`src/rtl/wb_pkg.sv`:
```
// Shared definitions for the write-back queue: default sizing, the queue entry
// layout and the round-robin pointer encoding.
package wb_pkg;

  localparam int WB_DEPTH = 4;
  localparam int WB_AW    = 5;
  localparam int WB_DW    = 32;

  // One queued register-file write, at the default widths.
  typedef struct packed {
    logic [WB_AW-1:0] addr;
    logic [WB_DW-1:0] data;
  } wb_entry_t;

  // Round-robin pointer encoding for the contested room==1 case.
  localparam logic RR_A = 1'b0;
  localparam logic RR_B = 1'b1;

endpackage

```
`src/rtl/wbq_fwd_match.sv`:
```
// Forwarding lookup for one read port: scans the occupied queue entries from
// oldest to youngest so that the youngest matching entry supplies the data.
module wbq_fwd_match #(
  parameter int DEPTH = 4,
  parameter int AW    = 5,
  parameter int DW    = 32
) (
  input  logic [AW-1:0]            ent_addr_i [DEPTH],
  input  logic [DW-1:0]            ent_data_i [DEPTH],
  input  logic [$clog2(DEPTH)-1:0] head_i,
  input  logic [$clog2(DEPTH):0]   count_i,
  input  logic [AW-1:0]            rd_addr_i,
  output logic                     hit_o,
  output logic [DW-1:0]            data_o
);

  localparam int PW = $clog2(DEPTH);

  logic [PW-1:0] idx;

  // Priority search: a later (younger) match overrides an earlier one.
  always_comb begin
    hit_o  = 1'b0;
    data_o = '0;
    idx    = '0;
    for (int i = 0; i < DEPTH; i++) begin
      idx = head_i + PW'(i);
      if ((i < int'(count_i)) && (ent_addr_i[idx] == rd_addr_i)) begin
        hit_o  = 1'b1;
        data_o = ent_data_i[idx];
      end
    end
  end

endmodule

```
`src/rtl/wb_queue.sv`:
```
// Write-back queue: merges ALU (A) and load-unit (B) results into one in-order
// register-file write port, one write per cycle, with optional forwarding of
// queued results to two read addresses. Define WBQ_FORWARD_EN to build the
// forwarding lookup; otherwise the fwd_* outputs are tied to zero.
module wb_queue
  import wb_pkg::*;
#(
  parameter int DEPTH = WB_DEPTH,
  parameter int AW    = WB_AW,
  parameter int DW    = WB_DW
) (
  input  logic                   clk,
  input  logic                   rst,
  input  logic                   a_valid,
  input  logic [AW-1:0]          a_addr,
  input  logic [DW-1:0]          a_data,
  output logic                   a_ready,
  input  logic                   b_valid,
  input  logic [AW-1:0]          b_addr,
  input  logic [DW-1:0]          b_data,
  output logic                   b_ready,
  output logic                   wb_we,
  output logic [AW-1:0]          wb_addr,
  output logic [DW-1:0]          wb_data,
  input  logic [AW-1:0]          rd_addr1,
  input  logic [AW-1:0]          rd_addr2,
  output logic                   fwd_hit1,
  output logic [DW-1:0]          fwd_data1,
  output logic                   fwd_hit2,
  output logic [DW-1:0]          fwd_data2,
  output logic [$clog2(DEPTH):0] count
);

  localparam int PW = $clog2(DEPTH);
  localparam int CW = PW + 1;

  // Same field order as wb_entry_t, sized by this instance's parameters.
  typedef struct packed {
    logic [AW-1:0] addr;
    logic [DW-1:0] data;
  } ent_t;

  ent_t          mem_q [DEPTH];
  logic [PW-1:0] wr_q, wr_d;
  logic [PW-1:0] rd_q, rd_d;
  logic [CW-1:0] count_q, count_d;
  logic          rr_q, rr_d;

  logic [CW-1:0] room;
  logic          contested;
  logic          push_a, push_b, pop;
  logic [1:0]    n_push;
  logic [PW-1:0] wr_b;

  // Admission: room is taken from start-of-cycle occupancy, so a same-cycle
  // pop never frees a slot; with one slot left a contest goes to the rr pointer.
  always_comb begin
    room      = CW'(DEPTH) - count_q;
    a_ready   = 1'b0;
    b_ready   = 1'b0;
    contested = 1'b0;
    if (!rst) begin
      if (room >= CW'(2)) begin
        a_ready = 1'b1;
        b_ready = 1'b1;
      end else if (room == CW'(1)) begin
        if (a_valid && b_valid) begin
          contested = 1'b1;
          a_ready   = (rr_q == RR_A);
          b_ready   = (rr_q == RR_B);
        end else begin
          a_ready = a_valid;
          b_ready = b_valid;
        end
      end
    end
  end

  // Next-state for pointers, occupancy and arbitration; A lands before B.
  always_comb begin
    push_a  = a_valid && a_ready;
    push_b  = b_valid && b_ready;
    pop     = (count_q != '0);
    n_push  = {1'b0, push_a} + {1'b0, push_b};
    wr_b    = wr_q + PW'(push_a);
    wr_d    = wr_q + PW'(n_push);
    rd_d    = rd_q + PW'(pop);
    count_d = count_q + CW'(n_push) - CW'(pop);
    rr_d    = contested ? ~rr_q : rr_q;
  end

  // Control state; async reset drops every queued entry at once.
  always_ff @(posedge clk or posedge rst) begin
    if (rst) begin
      wr_q    <= '0;
      rd_q    <= '0;
      count_q <= '0;
      rr_q    <= RR_A;
    end else begin
      wr_q    <= wr_d;
      rd_q    <= rd_d;
      count_q <= count_d;
      rr_q    <= rr_d;
    end
  end

  // Entry storage; contents are don't-care once the slot is unoccupied.
  always_ff @(posedge clk) begin
    if (push_a) mem_q[wr_q] <= '{addr: a_addr, data: a_data};
    if (push_b) mem_q[wr_b] <= '{addr: b_addr, data: b_data};
  end

  // Head of queue drives the register-file port every non-empty cycle.
  always_comb begin
    wb_we   = pop;
    wb_addr = pop ? mem_q[rd_q].addr : '0;
    wb_data = pop ? mem_q[rd_q].data : '0;
    count   = count_q;
  end

`ifdef WBQ_FORWARD_EN
  logic [AW-1:0] ent_addr [DEPTH];
  logic [DW-1:0] ent_data [DEPTH];

  // Split entries into field arrays for the per-port lookups.
  always_comb begin
    for (int i = 0; i < DEPTH; i++) begin
      ent_addr[i] = mem_q[i].addr;
      ent_data[i] = mem_q[i].data;
    end
  end

  wbq_fwd_match #(.DEPTH(DEPTH), .AW(AW), .DW(DW)) u_fwd1 (
    .ent_addr_i (ent_addr),
    .ent_data_i (ent_data),
    .head_i     (rd_q),
    .count_i    (count_q),
    .rd_addr_i  (rd_addr1),
    .hit_o      (fwd_hit1),
    .data_o     (fwd_data1)
  );

  wbq_fwd_match #(.DEPTH(DEPTH), .AW(AW), .DW(DW)) u_fwd2 (
    .ent_addr_i (ent_addr),
    .ent_data_i (ent_data),
    .head_i     (rd_q),
    .count_i    (count_q),
    .rd_addr_i  (rd_addr2),
    .hit_o      (fwd_hit2),
    .data_o     (fwd_data2)
  );
`else
  logic unused_rd;

  // Forwarding disabled: outputs tied off, read addresses ignored.
  always_comb begin
    fwd_hit1  = 1'b0;
    fwd_data1 = '0;
    fwd_hit2  = 1'b0;
    fwd_data2 = '0;
    unused_rd = ^{rd_addr1, rd_addr2};
  end
`endif

endmodule

```
`config.mk`:
```
export PLATFORM = sky130hd
export DESIGN_NAME = wb_queue
export DESIGN_NICKNAME = d
export VERILOG_FILES = /design/src/rtl/wb_pkg.sv /design/src/rtl/wbq_fwd_match.sv /design/src/rtl/wb_queue.sv
export SDC_FILE = /design/constraint.sdc
export NUM_CORES = 1
export LEC_CHECK = 0
export ABC_CLOCK_PERIOD_IN_PS = 4100
export CAP_MARGIN = 20
export CORE_MARGIN = 8
export CORE_UTILIZATION = 40
export DETAILED_ROUTE_END_ITERATION = 10
export GPL_TIMING_DRIVEN = 0
export PLACE_DENSITY_LB_ADDON = 0.25
export SLEW_MARGIN = 20
export SYNTH_ARGS = -nofsm -noshare
export SYNTH_HDL_FRONTEND = slang
export SYNTH_SLANG_ARGS = --single-unit
```
`constraint.sdc`:
```
create_clock -name clk -period 4.1 [get_ports clk]
set_input_delay 1.23 -clock clk [delete_from_list [all_inputs] [get_ports clk]]
set_output_delay 1.23 -clock clk [all_outputs]
set_load 0.01 [all_outputs]
```
==> out/qor.csv <==
stage,metric,value,unit
finish,n_antenna_cell,0,
setup_path,crit_type,in -> reg,
global_route,grt_pass1_vias,5486,
run_status,status,"finished, final reports clean",
drt,via_per_inst,4.85,
power,vdd_ir_drop_max,0.374,mV
global_route,gr-total-overflow,0,
timing,fmax,0.250,GHz
global_route,grtUsageMet3,4.18,%
timing,maxSlewHeadroom,56.2,%
global_route,grt_pass1_wl,31.2,mm
run,maxCapViolations,0,
synth,syn_area,8530,um2
synth,synthCells,532,
finish,drive_gt1_share,42.1,%
place,port_buffers,120,
timing,hold_slack,0.504,ns
floorplan,die_y,162,um
floorplan,std_cell_rows,53,
floorplan,core,21000,um2
finish,utilization,53.4,%
floorplan,io_pins,197,
finish,fin_nets,845,
synth,async_flop_share,5.13,%
synth,syn_avg_cell_area,16.0,um2
setup_path,cp.arrival,4.12,ns
drt,firstDrtPassIters,4,
synth,synth_edf_count,148,
clock_tree,clk_pin_slew,0.06,ns
drt,drtIter0Drc,210,
finish,fill_cells,1752,
power,finalPower,7.41,mW
timing,fin_worst_skew,0.00979,ns
place,dp_hpwl,14.7,mm
power,power_density,662,nW/um2
place,routabilityCongestion,0.760,
setup_path,start_kind,primary input,
synth,yosysWarnings,0,
timing,finalSetupViolCount,0,
global_route,antenna_found_initial,2,
place,dp_worst_setup_slack,-1.09,ns
synth,yosysSeqAreaShare,54.4,%
clock_tree,cts_max_level,4,
timing,finalWorstSetupSlack,0.0968,ns
drt,remaining_drc_errors,0,
setup_path,endpoint_kind,flip-flop,
setup_path,worstPathRequired,4.22,ns
clock_tree,clockRootBuffer,clkbuf_16,
global_route,gr-usage-met1,18.7,%
clock_tree,insertion_delay,0.42,ns
clock_tree,cts_sinks,156,
global_route,grt_max_degree,18,
timing,finalCriticalPeriod,4.00,ns
timing,fin_crit_sh,97.6,%
clock_tree,numCtsBuffers,17,
timing,slew_viol_final,0,
drt,avgRoutedWirePerCell,19.9,um
timing,rsz0062_at_grt,yes,
finish,multi_input_area,3440,um2
finish,final_area,11200,um2
setup_path,crit_fanout,16,
finish,fin_cells,1033,
finish,ff_latch_area,4640,um2
min_path,hold_path.class,reg -> reg,
clock_tree,cts_tree,yes,
drt,route.antenna.remaining_nets,0,
drt,vias,5010,
global_route,grt_use_total,15.7,%
synth,ys_ff_latch,156,
drt,routed_wl,20.6,mm
floorplan,start_util,40.7,%
timing,tightest_slew,0.658,ns
place,placed_cell_area,10600,um2
power,p_leak,4.11,nW
global_route,met2_usage,27.3,%
clock_tree,holdBufCountCts,0,
clock_tree,cts_buffer_depth,2,
global_route,grt_busiest_layer,met2,
timing,finalHoldViolCount,0,
floorplan,die_x,162,um
synth,synth_ff_type,edfxtp_1,
timing,finalSetupTns,0,ns
floorplan,die_area,26300,um2
finish,area_growth,31.2,%
place,dp.cells,1000,
synth,synthDistinctLibCells,31,
[timing repair]
action / CTS / global route
cloned: 0 / 0
pin swaps: 1 / 0
setup buffers: 1 / 0
resized for setup: 7 / 6
setup endpoints to repair: 316 / 95
[worst paths after layout]
| check | to | startpoint | slack, ns | cells after the start |
|---|---|---|---|---|
| worst min-delay path | rd_q[0]$_DFF_PP0_ | rd_q[0]$_DFF_PP0_ | 0.50 | 1 |
| max in group asynchronous | wr_q[1]$_DFF_PP0_ | rst | 2.64 | 2 |
| worst max register to register | mem_q[1][7]$_DFFE_PP_ | count[0]$_DFF_PP0_ | 0.15 | 13 |
| worst min register to register | rd_q[0]$_DFF_PP0_ | rd_q[0]$_DFF_PP0_ | 0.50 | 1 |
| min in group asynchronous | rr_q$_DFFE_PP0P_ | rst | 1.17 | 2 |
| worst max-delay path | mem_q[1][7]$_DFFE_PP_ | rst | 0.1 | 11 |
[synth_stat cells, drive strengths merged (2+ instances only)]
library cell | n | area (um2)
nor2 | 3 | 11.3
o21bai | 4 | 30.0
nor3 | 3 | 15.0
mux2 | 148 | 1670
mux4 | 37 | 833
ha | 11 | 138
a21oi | 3 | 26.3
edfxtp | 148 | 4440
xnor2 | 6 | 52.6
nand2 | 3 | 11.3
nor4 | 2 | 12.5
nand2b | 4 | 25.0
inv | 11 | 41.3
clkbuf | 9 | 35.0
and2 | 37 | 231
xor2 | 2 | 17.5
buf | 86 | 671
dfrtp | 8 | 200
[state kept, by name, summed over array words and instances (netlist names)]
register / count
mem_q: 148
rd_q: 2
count: 3
rr_q: 1
wr_q: 2
[worst max-delay path, stage by stage]
cell and delay [ns]:
clkdlybuf4s50_1 0.51, inv_1 0.21, o211ai_1 0.19, inv_1 0.10, ha_1 0.36, nand3_1 0.12, nor3_1 0.42, buf_6 0.25
buf_6 0.20, o21bai_4 0.29, buf_16 0.23
[power breakdown]
part           internal [mW]  leakage [nW]  switching (mW)
combinational           1.89          2.38            1.60
sequential              2.29          1.45           0.105
clock                  0.917         0.284           0.606
total                   5.10          4.11            2.31
[final cells by class]
| type | instances | share of cell area (%) |
|---|---|---|
| plain buffers | 95 | 6.44 |
| clock buffers | 28 | 4.92 |
| clock inverters | 4 | 0.224 |
| inverters | 11 | 0.369 |
| multi-input cells | 335 | 30.7 |
| flip-flops and latches | 156 | 41.5 |
| well taps | 275 | 3.07 |
| repair buffers | 129 | 12.8 |
[cells by family (layout without fill, tap and decap cells)]
kind of cell / Yosys count / count (layout) / synth area share (%)
XOR/XNOR: 8 / 8 / 0.821
buffers and inverters: 106 / 267 / 8.75
adder cells (fa/ha/maj): 12 / 12 / 1.85
multiplexers: 185 / 185 / 29.4
AO/OA/AOI/OAI: 9 / 9 / 0.851
other: 1 / 66 / 0.0440
flip-flops: 156 / 156 / 54.4
AND/OR/NAND/NOR: 55 / 55 / 3.86
[placed cells by master (no fill, tap or decap), types with 3 or more instances in the layout]
cell	count
clkbuf_1	8
nor2_1	3
nand2b_1	4
buf_4	69
clkbuf_2	6
dfrtp_1	8
o21bai_4	4
nor3_1	3
edfxtp_1	148
nand2_1	3
buf_2	6
buf_6	12
inv_1	11
xnor2_1	6
conb_1	66
clkbuf_16	20
and2_1	37
mux4_2	37
mux2_2	144
clkdlybuf4s50_1	120
ha_1	11
buf_16	8
[layer usage]
| metal | wire length, um | part of all wire, % |
|---|---|---|
| met2 | 10500 | 51 |
| met3 | 1350 | 6.6 |
| met5 | 19 | 0.092 |
| met4 | 292 | 1.4 |
| met1 | 8450 | 41 |
Note: power is estimated with default switching activity, not from simulation.
